## src/rtl/arb_pkg.sv

```systemverilog
// Shared types and reset values for the arbiter requester agent.
package arb_pkg;

  localparam int BEAT_DATA_W = 32;

  typedef enum logic [1:0] {IDLE, REQ, XFER} req_state_t;

  typedef struct packed {
    logic                   last;
    logic [BEAT_DATA_W-1:0] data;
  } beat_t;

  localparam req_state_t STATE_RST = IDLE;
  localparam logic       ERR_RST   = 1'b0;

endpackage

```

## src/rtl/arb_requester_if.sv

```systemverilog
// Producer, arbiter and bus signals of one requester slot.
interface arb_requester_if #(
  parameter int DATA_W = 32
);
  logic              in_valid;
  logic [DATA_W-1:0] in_data;
  logic              in_last;
  logic              in_ready;
  logic              req;
  logic              gnt;
  logic              release_pulse;
  logic              bus_valid;
  logic [DATA_W-1:0] bus_data;
  logic              bus_last;
  logic              bus_ready;
  logic              starve;
  logic              err;

  modport master (
    input  in_valid, in_data, in_last, gnt, bus_ready,
    output in_ready, req, release_pulse, bus_valid, bus_data, bus_last, starve, err
  );

  modport slave (
    output in_valid, in_data, in_last, gnt, bus_ready,
    input  in_ready, req, release_pulse, bus_valid, bus_data, bus_last, starve, err
  );
endinterface

```

## src/rtl/arb_requester_req_fifo.sv

```systemverilog
// Small synchronous FIFO with a combinational read head and no write bypass.
module req_fifo #(
  parameter int WIDTH = 33,
  parameter int DEPTH = 4
) (
  input  logic                     clk,
  input  logic                     reset,
  input  logic                     push,
  input  logic                     pop,
  input  logic [WIDTH-1:0]         wdata,
  output logic [WIDTH-1:0]         rdata,
  output logic                     full,
  output logic                     empty,
  output logic [$clog2(DEPTH):0]   count
);
  localparam int AW = $clog2(DEPTH);

  logic [WIDTH-1:0] mem [DEPTH];
  logic [AW-1:0]    wr_ptr, rd_ptr;
  logic [AW:0]      cnt;
  logic             push_ok, pop_ok;

  assign full    = (cnt == (AW+1)'(DEPTH));
  assign empty   = (cnt == '0);
  assign count   = cnt;
  assign rdata   = mem[rd_ptr];
  assign push_ok = push & ~full;
  assign pop_ok  = pop & ~empty;

  always_ff @(posedge clk or posedge reset) begin
    if (reset) begin
      wr_ptr <= '0;
      rd_ptr <= '0;
      cnt    <= '0;
    end else begin
      if (push_ok) wr_ptr <= wr_ptr + 1'b1;
      if (pop_ok)  rd_ptr <= rd_ptr + 1'b1;
      case ({push_ok, pop_ok})
        2'b10:   cnt <= cnt + 1'b1;
        2'b01:   cnt <= cnt - 1'b1;
        default: cnt <= cnt;
      endcase
    end
  end

  // NOTE: storage is not reset; entries are only readable once written, so a flush is just the pointers.
  always_ff @(posedge clk) begin
    if (push_ok) mem[wr_ptr] <= wdata;
  end

endmodule

```

## src/rtl/arb_requester.sv

```systemverilog
// Requester agent: queues words, requests the arbiter, owns the bus for a whole packet.
module arb_requester
  import arb_pkg::*;
#(
  parameter int DATA_W   = 32,
  parameter int DEPTH    = 4,
  parameter int WAIT_W   = 8,
  parameter int MAX_WAIT = 200
) (
  input logic              clk,
  input logic              reset,
  arb_requester_if.master  bus_if
);
  localparam int                CW       = $clog2(DEPTH) + 1;
  localparam logic [WAIT_W-1:0] WAIT_SAT = '1;

  req_state_t        state, state_next;
  logic [WAIT_W-1:0] wait_cnt;
  logic              err_q;
  logic [DATA_W:0]   head;
  logic              full, empty, push, pop, head_last, bus_valid;
  logic [CW-1:0]     count;

  assign push      = bus_if.in_valid & ~full;
  assign head_last = head[DATA_W];
  // An empty FIFO mid-packet or a missing grant stalls the beat without giving up ownership.
  assign bus_valid = (state == XFER) & ~empty & bus_if.gnt;
  assign pop       = bus_valid & bus_if.bus_ready;

  req_fifo #(
    .WIDTH(DATA_W + 1),
    .DEPTH(DEPTH)
  ) u_fifo (
    .clk   (clk),
    .reset (reset),
    .push  (push),
    .pop   (pop),
    .wdata ({bus_if.in_last, bus_if.in_data}),
    .rdata (head),
    .full  (full),
    .empty (empty),
    .count (count)
  );

  assign bus_if.in_ready      = ~full;
  assign bus_if.req           = (state != IDLE);
  assign bus_if.bus_valid     = bus_valid;
  assign bus_if.bus_data      = head[DATA_W-1:0];
  assign bus_if.bus_last      = head_last;
  assign bus_if.release_pulse = pop & head_last;
  assign bus_if.starve        = (wait_cnt >= WAIT_W'(MAX_WAIT));
  assign bus_if.err           = err_q;

  always_ff @(posedge clk or posedge reset) begin
    if (reset) state <= STATE_RST;
    else       state <= state_next;
  end

  // NOTE: next state defaults to the current state first so no path through the case infers a latch.
  always_comb begin
    state_next = state;
    case (state)
      IDLE: if (!empty) state_next = REQ;
      REQ:  if (bus_if.gnt) state_next = XFER;
      XFER: begin
        // Post-pop occupancy decides whether to re-request for a queued packet.
        if (pop && head_last) state_next = ((count > CW'(1)) || push) ? REQ : IDLE;
      end
      default: state_next = STATE_RST;
    endcase
  end

  always_ff @(posedge clk or posedge reset) begin
    if (reset) begin
      wait_cnt <= '0;
    end else begin
      case (state)
        REQ: begin
          if (bus_if.gnt)               wait_cnt <= '0;
          else if (wait_cnt != WAIT_SAT) wait_cnt <= wait_cnt + 1'b1;
        end
        XFER:    wait_cnt <= wait_cnt;
        default: wait_cnt <= '0;
      endcase
    end
  end

  always_ff @(posedge clk or posedge reset) begin
    if (reset)                            err_q <= ERR_RST;
    else if (state == XFER && !bus_if.gnt) err_q <= 1'b1;
  end

endmodule

```

## src/flat_wrapper.sv

```systemverilog
// flat-port wrapper written by rule: the top's interface ports become plain ports
module arb_requester_flat import arb_pkg::*;
#(
  parameter int DATA_W   = 32,
  parameter int DEPTH    = 4,
  parameter int WAIT_W   = 8,
  parameter int MAX_WAIT = 200
)
  (clk, reset, bus_if_in_valid, bus_if_in_data, bus_if_in_last, bus_if_gnt, bus_if_bus_ready, bus_if_in_ready, bus_if_req, bus_if_release_pulse, bus_if_bus_valid, bus_if_bus_data, bus_if_bus_last, bus_if_starve, bus_if_err);
  arb_requester_if #(.DATA_W(DATA_W)) bus_if_i ();
  input logic clk;
  input logic reset;
  input wire logic [$bits(bus_if_i.in_valid)-1:0] bus_if_in_valid;
  input wire logic [$bits(bus_if_i.in_data)-1:0] bus_if_in_data;
  input wire logic [$bits(bus_if_i.in_last)-1:0] bus_if_in_last;
  input wire logic [$bits(bus_if_i.gnt)-1:0] bus_if_gnt;
  input wire logic [$bits(bus_if_i.bus_ready)-1:0] bus_if_bus_ready;
  output wire logic [$bits(bus_if_i.in_ready)-1:0] bus_if_in_ready;
  output wire logic [$bits(bus_if_i.req)-1:0] bus_if_req;
  output wire logic [$bits(bus_if_i.release_pulse)-1:0] bus_if_release_pulse;
  output wire logic [$bits(bus_if_i.bus_valid)-1:0] bus_if_bus_valid;
  output wire logic [$bits(bus_if_i.bus_data)-1:0] bus_if_bus_data;
  output wire logic [$bits(bus_if_i.bus_last)-1:0] bus_if_bus_last;
  output wire logic [$bits(bus_if_i.starve)-1:0] bus_if_starve;
  output wire logic [$bits(bus_if_i.err)-1:0] bus_if_err;
  assign bus_if_i.in_valid = bus_if_in_valid;
  assign bus_if_i.in_data = bus_if_in_data;
  assign bus_if_i.in_last = bus_if_in_last;
  assign bus_if_i.gnt = bus_if_gnt;
  assign bus_if_i.bus_ready = bus_if_bus_ready;
  assign bus_if_in_ready = bus_if_i.in_ready;
  assign bus_if_req = bus_if_i.req;
  assign bus_if_release_pulse = bus_if_i.release_pulse;
  assign bus_if_bus_valid = bus_if_i.bus_valid;
  assign bus_if_bus_data = bus_if_i.bus_data;
  assign bus_if_bus_last = bus_if_i.bus_last;
  assign bus_if_starve = bus_if_i.starve;
  assign bus_if_err = bus_if_i.err;
  arb_requester #(.DATA_W(DATA_W), .DEPTH(DEPTH), .WAIT_W(WAIT_W), .MAX_WAIT(MAX_WAIT)) u_core (.clk(clk), .reset(reset), .bus_if(bus_if_i));
endmodule
```

## config.mk

```make
export PLATFORM = sky130hd
export DESIGN_NAME = arb_requester_flat
export DESIGN_NICKNAME = d
export VERILOG_FILES = /design/src/rtl/arb_pkg.sv /design/src/rtl/arb_requester_if.sv /design/src/rtl/arb_requester_req_fifo.sv /design/src/rtl/arb_requester.sv /design/src/flat_wrapper.sv
export SDC_FILE = /design/constraint.sdc
export NUM_CORES = 1
export LEC_CHECK = 0
export ABC_AREA = 1
export CAP_MARGIN = 20
export CORE_MARGIN = 2
export CORE_UTILIZATION = 45
export CTS_CLUSTER_SIZE = 10
export DETAILED_ROUTE_END_ITERATION = 16
export PLACE_DENSITY = 0.75
export SETUP_SLACK_MARGIN = 0.5
export SYNTH_ARGS = -nofsm -noshare
export SYNTH_HDL_FRONTEND = slang
export SYNTH_SLANG_ARGS = --single-unit
```

## constraint.sdc

```tcl
create_clock -name clk -period 2.5 [get_ports clk]
set_input_delay 0.25 -clock clk [delete_from_list [all_inputs] [get_ports clk]]
set_output_delay 0.25 -clock clk [all_outputs]
set_load 0.02 [all_outputs]
```

==> key figures, run 1 <==
Status
  – Status: completed

Setup path
  – CP endpoint kind: primary output
  – Critical path arrival: about 1700 ps
  – CP Class: register to primary output
  – Worst Path Max Fanout: 20
  – Required time of the critical path: 2250 ps
  – Critical path cell sequence: buf_4, o21ai_0, o22ai_1, clkdlybuf4s15_2
  – Biggest cell delay along the critical path: 420 ps
  – Slowest CP cell: dfrtp_2
  – Type of origin of the critical path: register

Logic synthesis
  – Syn Area/Cell: 12.68 um2
  – Cell area after synthesis: 0.006008 mm2
  – Simple-gate share of the synthesized area: 9.683%
  – #FFs+latches synth: 150
  – Syn_nets: 523
  – Compound-cell area share of the yosys netlist: about a tenth
  – Synth Area in XOR/XNOR: 0.7289%
  – Post-synthesis mux area share: 0%
  – Unique masters post-synth: 25
  – Seq/Total Area, Yosys: 73.47%
  – YS warnings: 0
  – Main combinational cell family by area after synthesis: compound AO/OA/AOI/OAI gates
  – Synth Area in Adders: 2.291%
  – Cells after Synth: 474

STA
  – Setup Viol. Count Final: 0
  – Maximum clock frequency: around 510 MHz
  – Setup_tns: 0 ps
  – Min Tclk post-route: just under 2000 ps
  – Least-Margin Pin Slew: 724.8 ps
  – RSZ-0062 raised after global routing: yes
  – Worst setup margin: 554.2 ps
  – Final hold vios: 0
  – Final Cycle Share: 77.83%
  – Slew Viols, Final: 0
  – Clk_skew: roughly 5.4 ps
  – Slew margin rel.: 51.63%

Route
  – Drt first pass iters: 5
  – DRC: 0
  – Average routed wire per standard cell: roughly 17 um
  – Routed vias: between 3,000 and 4,000
  – Routed WL: approximately 13 mm
  – Iteration-0 DRC Markers: 309
  – Via-per-instance ratio: 5.251
  – Post-route ant nets: 0

Cells and area
  – Share of layout cells above drive strength 1: 16.55%
  – Area delta synth->final: 26.66%
  – Filler Cells Inserted: around 1,100
  – Most common cell after layout, fill and taps aside: edfxtp_1
  – Finished Core Util: slightly below 60%
  – Fin nets: about 600
  – ANT cells: 0
  – Most frequent cells in the layout: 132 x edfxtp_1, 77 x nor2_1, 67 x o21ai_0, 39 x clkdlybuf4s50_1, 37 x nand2_1

Placed design
  – Pre-CTS WS: 309.5 ps
  – Detailed placement HPWL: 7.457 mm
  – I/O Buffers: 76
  – GP Congestion: 0.8268

Job
  – Max-Cap Viols: 0

Floorplanning
  – DIE AREA: 0.01429 mm2
  – Die Wd: 119.6 um
  – Starting density of the core: a little under half
  – Boundary pin count: slightly below 80
  – Core box area: around 0.013 mm2
  – Rows: 42
  – Die H: 119.6 um

Clocking
  – Clk slew on worst S/H paths: roughly 50 ps
  – CTS tree: yes
  – Maximum clock path buffer count: 2
  – Clock sink count: 150
  – # hold bufs at CTS: 0
  – H-Tree Depth: 4
  – Inserted Clock Buffers: 17
  – Clock Tree Root: clkbuf_16
  – Clock Latency Late Sink: 410 ps

Power and ir drop
  – Leak: 0.002727 uW
  – Power density cells: 1194 mW/mm2
  – Maximum vdd drop: 0.5274 mV

Worst hold path
  – Worst min-delay path category: primary input to asynchronous set/reset pin

Global route
  – GRT Resource Usage Total: 18.33%
  – Vias in the first global route: approximately 4,000
  – Largest net degree at the start of global routing: 34
  – First-pass GRT wire length: between 15 and 20 mm
  – Congestion Overflow GR: 0
  – Antenna violations before repair: 1
-- synth_stat cells --
master,instances,area share (%)
nand4_1,3,0.31
nand2_2,2,0.21
edfxtp_1,132,66
ha_1,11,2.3
inv_1,31,1.9
nand3_1,10,0.83
o21ai_1,6,0.50
a21oi_1,3,0.25
nor2_1,82,5.1
nor3_2,1,0.17
xor2_1,3,0.44
a31oi_1,1,0.10
nor2_4,1,0.19
o21ai_0,69,5.7
o21ai_4,1,0.27
buf_2,9,0.75
o22ai_1,32,3.3
xnor2_1,2,0.29
nor2_2,3,0.31
nand2_1,39,2.4
o21bai_1,1,0.12
clkbuf_1,11,0.69
or2_2,1,0.10
dfrtp_1,18,7.5
inv_2,2,0.12
-- report_power, final --
part           switching, uW  internal, uW  total (uW)
logic                   2260          1280        3540
registers                167          3280        3450
clock network            869          1220        2090
total                   3290          5790        9080
-- cells by family (layout without fill, tap and decap cells) --
| family | count (synthesis) | count (layout) |
|---|---|---|
| AOI/OAI and AO/OA | 113 | 113 |
| xor gates and xnor gates | 5 | 5 |
| adders and majority gates | 11 | 11 |
| buffers and inverters | 53 | 153 |
| DFF | 150 | 150 |
| and+or+nand+nor | 142 | 142 |
-- routing by layer --
layer	global-route usage, %	routed length [um]	vias up	share of wire [%]
met2	31.00	6427	97	51
met3	5.751	625	19	5.0
met4	6.397	173	0	1.4
li1	-	-	1874	-
met5	0	0	-	0
met1	22.28	5318	1948	42
-- state kept, by name (all words and copies together), names as in the netlist --
signal and flops:
u_core.u_fifo.count 3, u_core.u_fifo.wr_ptr 2, u_core.wait_cnt 8, u_core.u_fifo.mem 132
u_core.bus_if.err 1, u_core.u_fifo.rd_ptr 2, u_core.state 2
-- per-stage QoR --
| stage | instance area [um2] | hold WS, ps | total power, uW | instances |
|---|---|---|---|---|
| 2_1_floorplan | 6046 | 188.6 | 5525 | 474 |
| 4_1_cts | 7581 | 275.2 | 9093 | 748 |
| 6_report | 7610 | 261.3 | 9083 | 750 |
| 5_1_grt | 7610 | 333.9 | 9624 | 750 |
| 3_3_place_gp | 7107 | 466.0 | 7047 | 718 |
| 3_5_place_dp | 7107 | 470.4 | 7164 | 718 |
-- cell type report --
class	count	area, um2	area share [%]
clock inverter	8	38.79	0.5097
clock buffer	20	436.7	5.738
sequential	150	4415	58.02
inverter	33	128.9	1.694
multi-input combinational	271	1449	19.04
tap	176	220.2	2.894
timing repair buffer	92	920.9	12.10
-- critical path, delay by kind of cell (launching register included) --
| kind | cells | cell delay [ps] |
|---|---|---|
| buffers and inverters | 2 | 530 |
| flip-flops | 1 | 420 |
| AO/OA/AOI/OAI | 2 | 320 |
-- final timing paths --
check / depth (start not counted) / startpoint / slack (ps) / endpoint
min in group clk: 1 / bus_if_in_data[4] / 470 / u_core.u_fifo.mem[3][4]
max: 4 / u_core.u_fifo.rd_ptr[0] / 550 / bus_if_bus_data[8]
min: 2 / reset / 260 / u_core.wait_cnt[3]
min reg2reg: 1 / u_core.bus_if.err / 490 / u_core.bus_if.err
max in group asynchronous: 2 / reset / 1730 / u_core.u_fifo.rd_ptr[0]
max reg2reg: 11 / u_core.u_fifo.count[1] / 630 / u_core.u_fifo.count[2]
-- what timing repair did --
item,CTS,global route
setup endpoints to repair,37,30
buffers inserted,2,1
pin swaps,5,7
cloned,0,1
resized for setup,124,27
Power figures use the tool's default switching activity.
==> run 2, diff against run 1 <==
==> constraint.sdc (replaced) <==
create_clock -name clk -period 1.7 [get_ports clk]
set_input_delay 0.17 -clock clk [delete_from_list [all_inputs] [get_ports clk]]
set_output_delay 0.17 -clock clk [all_outputs]
set_load 0.02 [all_outputs]
==> run 2 against run 1 <==
The flow now finishes with violations (negative setup slack). Clock-buffer cell count down 2. Critical path depth up 2. Via count up 16%. Power up 120%. Final cell count up 12%. Clock skew up 4.9 ps. Core utilization up 19 points. Routed wire length up 44%. Register-to-register slack worse by 770 ps. First-iteration DRC count up 35%. Critical path type unchanged. Largest power group unchanged. Highest routed layer unchanged.
==> key figures, run 2 (same netlist as run 1, synthesis figures left out) <==
Status
  – Status: complete, but fails checks
  – Failing checks: negative setup slack

Route
  – DRC: 0 (unchanged)
  – Post-route ant nets: 0 (unchanged)
  – Drt first pass iters: 5 (unchanged)
  – Via-per-instance ratio: 5.409 (+3.0%)
  – Routed vias: 4,554 (+16%)
  – Average routed wire per standard cell: 21.52 um (+29%)
  – Routed WL: 18.12 mm (+44%)
  – Iteration-0 DRC Markers: 416 (+35%)

Power and ir drop
  – Maximum vdd drop: 1.197 mV (+130%)
  – Power density cells: 1956 mW/mm2 (+64%)
  – Leak: 0.003689 uW (+35%)

Cells and area
  – Area delta synth->final: 68.60%
  – Share of layout cells above drive strength 1: 54.35% (+38 points)
  – Final Instance Area: 0.01013 mm2 (+33%)
  – Most common cell after layout, fill and taps aside: edfxtp_1
  – Top reg by flops: u_core.u_fifo.mem
  – ANT cells: 0 (unchanged)
  – Filler Cells Inserted: 694 (-35%)
  – Most frequent cells in the layout: 132 x edfxtp_1, 54 x buf_6, 45 x buf_4, 37 x clkdlybuf4s50_1, 35 x nor2_2
  – Fin nets: 702 (+14%)
  – Max FFs per register: 132 (unchanged)

Global route
  – Vias in the first global route: 4,582 (+16%)
  – Antenna violations before repair: 0 (-1)
  – Largest net degree at the start of global routing: 27 (-21%)
  – First-pass GRT wire length: 24.76 mm (+26%)
  – Congestion Overflow GR: 0 (unchanged)
  – GRT Resource Usage Total: 23.27% (+4.9 points)

Clocking
  – H-Tree Depth: 4 (unchanged)
  – Clock sink count: 150 (unchanged)
  – Maximum clock path buffer count: 2 (unchanged)
  – Clock Tree Root: clkbuf_16
  – Clk slew on worst S/H paths: 60 ps (about the same)
  – Clock Latency Late Sink: 430 ps (+20 ps)
  – CTS tree: yes
  – Inserted Clock Buffers: 17 (unchanged)

STA
  – Final Cycle Share: 108.8%
  – Maximum clock frequency: 540.5 MHz
  – RSZ-0062 raised after global routing: yes
  – Final hold vios: 0 (unchanged)
  – Setup Viol. Count Final: 165 (+165)
  – Worst setup margin: -150.0 ps (-704.3 ps)
  – Slew Viols, Final: 0 (unchanged)
  – Least-Margin Pin Slew: 269.4 ps (-455.4 ps)
  – Setup_tns: -15,460 ps (-15,460 ps)
  – Clk_skew: 10.24 ps (+4.891 ps)
  – Slew margin rel.: 82.00% (+30 points)
  – Min Tclk post-route: 1850 ps

Setup path
  – Critical path cell sequence: inv_8, buf_12, buf_16, o21ai_4, o22ai_4, buf_6
  – Critical path arrival: 1680 ps (-20 ps)
  – Critical path depth: 6 (+2)
  – Buf+Inv Stages, Crit Path: 4 (+2)
  – Worst Path Max Fanout: 6 (-70%)
  – Required time of the critical path: 1530 ps (-720 ps)
  – Number of cells on the worst reg-to-reg path: 9 (-2)
  – CP Class: register to primary output
  – CP endpoint kind: primary output
  – Type of origin of the critical path: register
  – Delay-heaviest family, CP: buffers and inverters
  – Setup slack, reg-to-reg: -140 ps (-770 ps)
  – Slowest CP cell: dfrtp_2
  – Biggest cell delay along the critical path: 460 ps (+40 ps)

Floorplanning
  – Starting density of the core: 45.73% (unchanged)
  – Rows: 42 (unchanged)
  – Core box area: 0.01314 mm2 (unchanged)
  – Die Wd: 119.6 um (unchanged)
  – Boundary pin count: 77 (unchanged)
  – Die H: 119.6 um (unchanged)
  – DIE AREA: 0.01429 mm2 (unchanged)

Placed design
  – Detailed placement HPWL: 8.551 mm (+15%)
  – I/O Buffers: 76 (unchanged)
  – GP Congestion: 0.8240 (-0.34%)
  – Dpl cell area: 0.008010 mm2 (+13%)

Worst hold path
  – Worst min-delay path category: primary input to asynchronous set/reset pin

Job
  – Max-Cap Viols: 0 (unchanged)
[run 2: cell count changes in the layout (fill, tap and decap cells not counted), moves of 10 or more]
cell	change
nor2_2	+32
o21ai_4	+24
o22ai_1	-32
o22ai_2	+14
o21ai_1	+10
buf_6	+52
o22ai_4	+18
o21ai_2	+32
nor2_4	+22
buf_4	+37
o21ai_0	-65
nor2_1	-54
clkdlybuf4s15_2	-13
[run 2: through the flow]
stage	util (%)	cells	setup slack [ps]	hold slack, ps	power, uW
2_1_floorplan	-	474	-45.58	108.6	9811
3_3_place_gp	60.97	755	-144.2	469.2	12430
3_5_place_dp	60.97	755	-210.7	487.8	12590
4_1_cts	71.35	811	-118.9	63.77	17990
5_1_grt	77.10	842	-199.1	90.48	20570
6_report	77.10	842	-150.0	63.29	19810
[run 2: repair_timing]
action                     in CTS  in global routing
pin swaps                      16                 29
hold buffers                    0                  0
resized for setup             367                 85
setup buffers                  18                 21
gates cloned                    6                 10
setup endpoints to repair     188                187
[run 2: cell type report]
type                    count  area [um2]  share of cell area, %
clock buffers              18       429.2                  4.237
clock inverters            14       182.7                  1.803
inverters                  33       145.1                  1.433
multi-input cells         272        2594                  25.61
flip-flops and latches    150        4417                  43.60
well taps                 176       220.2                  2.174
repair buffers            179        2142                  21.15
[run 2: worst paths after layout]
check                                         from                       end
setup reg to reg            u_core.u_fifo.count[0]  u_core.u_fifo.mem[1][19]
hold / removal                               reset        u_core.wait_cnt[2]
hold reg to reg                  u_core.bus_if.err         u_core.bus_if.err
setup / recovery           u_core.u_fifo.rd_ptr[0]       bus_if_bus_data[25]
max in group asynchronous                    reset   u_core.u_fifo.rd_ptr[1]
min in group clk                bus_if_in_data[28]  u_core.u_fifo.mem[3][28]
[run 2: tightest hold or removal path, cell delays in order]
cell and delay (ps):
clkdlybuf4s50_1 400, inv_1 50, buf_4 250
[run 2: routing by layer]
layer	share of wire, %	GRT usage [%]
met2	54	40.07
met1	39	28.84
met3	4.7	5.846
met4	2.2	7.647
met5	0	0
[run 2: power by group]
group          switching, uW  internal (uW)
Clock                   1510           2440
Sequential               434           4850
Combinational           5570           5010
Total                   7510          12300
==> run 3, diff against run 2 <==
--- a/config.mk
+++ b/config.mk
@@ -5,14 +5,12 @@
 export SDC_FILE = /design/constraint.sdc
 export NUM_CORES = 1
 export LEC_CHECK = 0
-export ABC_AREA = 1
 export CAP_MARGIN = 20
 export CORE_MARGIN = 2
 export CORE_UTILIZATION = 45
 export CTS_CLUSTER_SIZE = 10
 export DETAILED_ROUTE_END_ITERATION = 16
 export PLACE_DENSITY = 0.75
-export SETUP_SLACK_MARGIN = 0.5
 export SYNTH_ARGS = -nofsm -noshare
 export SYNTH_HDL_FRONTEND = slang
 export SYNTH_SLANG_ARGS = --single-unit
==> run 3 against run 2 <==
The flow still finishes with violations (negative setup slack). Routed wire length is 33% lower. Setup slack worse by 130 ps. Via count down 29%. Core utilization decreased by 11 points. First-iteration DRC count decreased by 38%. Critical path type unchanged. Critical path depth shrank 1. Die area down 2.6%. Power fell by 23%.
==> key figures, run 3 <==
Status
  – Status: complete, but fails checks
  – Failing checks: negative setup slack

Route
  – Routed metal-1 wirelength: 5.149 mm (-28%)
  – Post-route ant nets: 0 (unchanged)
  – Drt first pass iters: 6 (+1)
  – Uppermost layer routed: met5
  – Via-per-instance ratio: 5.218 (-3.5%)
  – WL met2: 6.370 mm (-35%)
  – Routed vias: 3,235 (-29%)
  – Iteration-0 DRC Markers: 259 (-38%)
  – Average routed wire per standard cell: 19.69 um (-8.5%)
  – Routed WL: 12.21 mm (-33%)
  – Met3 WL: 503 um (-41%)
  – DRC: 0 (unchanged)

Placed design
  – Detailed placement HPWL: 6.811 mm (-20%)
  – GP Congestion: 0.7482 (-9.2%)
  – I/O Buffers: 76 (unchanged)

Logic synthesis
  – Post-synth ARST share: 12.00% (unchanged)
  – Top cells by area, synth: edfxtp_1 68%, mux4_2 13%, dfrtp_1 7.7%
  – Cell taking the most area after synthesis: edfxtp_1
  – Seq/Total Area, Yosys: 75.50% (+2.0 points)
  – Top_reg_cell synth: edfxtp_1
  – EDFF count, synth: 132 (unchanged)
  – Post-synth top area share: 67.79% (+1.8 points)
  – Syn Area/Cell: 20.59 um2 (+62%)
  – Most common cell in the netlist: edfxtp_1
  – Cell area after synthesis: 0.005847 mm2 (-2.7%)
  – Unique masters post-synth: 40 (+60%)
  – YS warnings: 0 (unchanged)
  – #FFs+latches synth: 150 (unchanged)
  – Post-synth top cells: 132 x edfxtp_1, 33 x mux4_2, 18 x dfrtp_1
  – Syn_nets: 333 (-36%)
  – Cells after Synth: 284 (-40%)

STA
  – Final Cycle Share: 116.5% (+7.7 points)
  – Hold_ws: 71.64 ps (+8.348 ps)
  – Worst setup margin: -280.3 ps (-130.3 ps)
  – Maximum clock frequency: 505.0 MHz (-6.6%)
  – Least-Margin Pin Slew: 375.0 ps (+105.6 ps)
  – Slew Viols, Final: 0 (unchanged)
  – Clk_skew: 10.88 ps (+0.6314 ps)
  – Final hold vios: 0 (unchanged)
  – RSZ-0062 raised after global routing: yes
  – Slew margin rel.: 75.00% (-7.0 points)
  – Setup Viol. Count Final: 144 (-13%)
  – Min Tclk post-route: 1980 ps (+130.3 ps)

Power and ir drop
  – Comb power frac: 41.7% (-12 points)
  – Maximum vdd drop: 0.8975 mV (-25%)
  – Switching share of power: 29.39% (-8.5 points)
  – Sequential Power Share: 33.4% (+6.7 points)
  – Total power draw: 15,170 uW (-23%)
  – Switching Power: 4460 uW (-41%)
  – Power density cells: 1807 mW/mm2 (-7.6%)
  – Leak: 0.003056 uW (-17%)
  – P_int: 10,710 uW (-13%)
  – Clock share of power: 24.8% (+4.9 points)

Cells and area
  – Most common cell after layout, fill and taps aside: edfxtp_1
  – ANT cells: 0 (unchanged)
  – Top reg by flops: u_core.u_fifo.mem
  – Fin nets: 484 (-31%)
  – Most frequent cells in the layout: 132 x edfxtp_1, 38 x clkdlybuf4s50_1, 36 x buf_6, 33 x mux4_2, 28 x buf_4
  – Area delta synth->final: 43.59%
  – Max FFs per register: 132 (unchanged)
  – Share of layout cells above drive strength 1: 41.07% (-13 points)

Setup path
  – Reg2reg end: u_core.u_fifo.mem[0][19]
  – Worst Path Max Fanout: 4 (-2)
  – CP Class: register to primary output
  – Number of cells on the worst reg-to-reg path: 9 (unchanged)
  – Required time of the critical path: 1530 ps (about the same)
  – Setup slack, reg-to-reg: -140 ps (about the same)
  – Critical path arrival: 1810 ps (+130 ps)
  – CP endpoint kind: primary output
  – Critical R2R Launch: u_core.u_fifo.count[0]
  – Type of origin of the critical path: register

Floorplanning
  – Die Wd: 118.0 um (-1.3%)
  – DIE AREA: 0.01392 mm2 (-2.6%)
  – Rows: 41 (-2.4%)
  – Die H: 118.0 um (-1.3%)
  – Starting density of the core: 46.14% (+0.41 points)
  – Core box area: 0.01267 mm2 (-3.6%)
  – Boundary pin count: 77 (unchanged)

Global route
  – Antenna violations before repair: 1 (+1)
  – First-pass GRT wire length: 18.71 mm (-24%)
  – GRT Resource Usage Total: 18.29% (-5.0 points)
  – Congestion Overflow GR: 0 (unchanged)
  – Vias in the first global route: 3,473 (-24%)
  – Largest net degree at the start of global routing: 19 (-30%)

Job
  – Max-Cap Viols: 0 (unchanged)

Clocking
  – Clock sink count: 150 (unchanged)
  – Clock Tree Root: clkbuf_16
  – Clock Latency Late Sink: 420 ps (about the same)
  – H-Tree Depth: 4 (unchanged)
  – Inserted Clock Buffers: 17 (unchanged)
  – Clk slew on worst S/H paths: 60 ps (about the same)
  – CTS tree: yes
  – Maximum clock path buffer count: 2 (unchanged)

Worst hold path
  – Worst min-delay path category: primary input to asynchronous set/reset pin
## run 3: area by class of cell
class,count,area [um2]
sequential,150,4418
clock buffer,19,432.9
multi-input combinational,114,1435
fill,867,4275
clock inverter,13,161.4
inverter,10,40.04
timing repair buffer,142,1693
tap,172,215.2
## run 3: logic make-up after synthesis
kind of cell,Yosys count,share of synthesized area (%)
AOI/OAI and AO/OA,25,2.804
xor gates and xnor gates,6,0.8988
adders and majority gates,11,2.354
buffers and inverters,20,1.498
DFF,150,75.50
muxes,36,13.22
and+or+nand+nor,36,3.724
## run 3: critical path: stages (launching register included)
cell and delay (ps):
dfrtp_2 430, buf_6 130, buf_12 130, buf_16 130, mux4_2 430, buf_6 150
## run 3: worst max-delay path by stage
stage                                  from                     end  cells after the start
floorplan            u_core.u_fifo.count[0]  u_core.u_fifo.count[2]                      8
global placement    u_core.u_fifo.rd_ptr[0]      bus_if_bus_data[3]                      3
detailed placement  u_core.u_fifo.rd_ptr[0]      bus_if_bus_data[3]                      3
CTS                 u_core.u_fifo.rd_ptr[0]      bus_if_bus_data[3]                      5
global route        u_core.u_fifo.rd_ptr[0]     bus_if_bus_data[14]                      5
finish              u_core.u_fifo.rd_ptr[0]      bus_if_bus_data[7]                      5
## run 3: per-stage QoR
stage                     instance area [um2]  cells  TNS [ps]  utilization [%]  setup slack (ps)
after floorplan                          5868    284         0                -             6.224
final                                    8396    620    -15460            66.26            -280.3
after global placement                   7184    557     -6213            56.70            -216.1
after CTS                                8293    617    -14880            65.45            -316.5
after global routing                     8396    620    -24880            66.26            -346.7
after detailed placement                 7184    557     -6676            56.70            -230.1
## run 3: power by group through the flow
stage               clock [uW]  sequential, uW  combinational (uW)
floorplan                    0            5070                2770
global placement             0            5100                4940
detailed placement           0            5150                4980
CTS                       3840            5080                6160
global route              3990            5140                6680
finish                    3770            5070                6330
## run 3: timing repair
item | CTS | global route
hold buffers | 0 | 0
setup buffers | 19 | 3
setup endpoints to repair | 147 | 158
resized for setup | 226 | 24
gates cloned | 10 | 5
pin swaps | 3 | 8
hold endpoints to repair | 0 | 0
## run 3: layer usage
layer | vias up | track usage (%)
li1 | 1463 | -
met1 | 1670 | 21.93
met2 | 82 | 31.36
met3 | 18 | 5.426
met4 | 2 | 6.777
met5 | - | 0
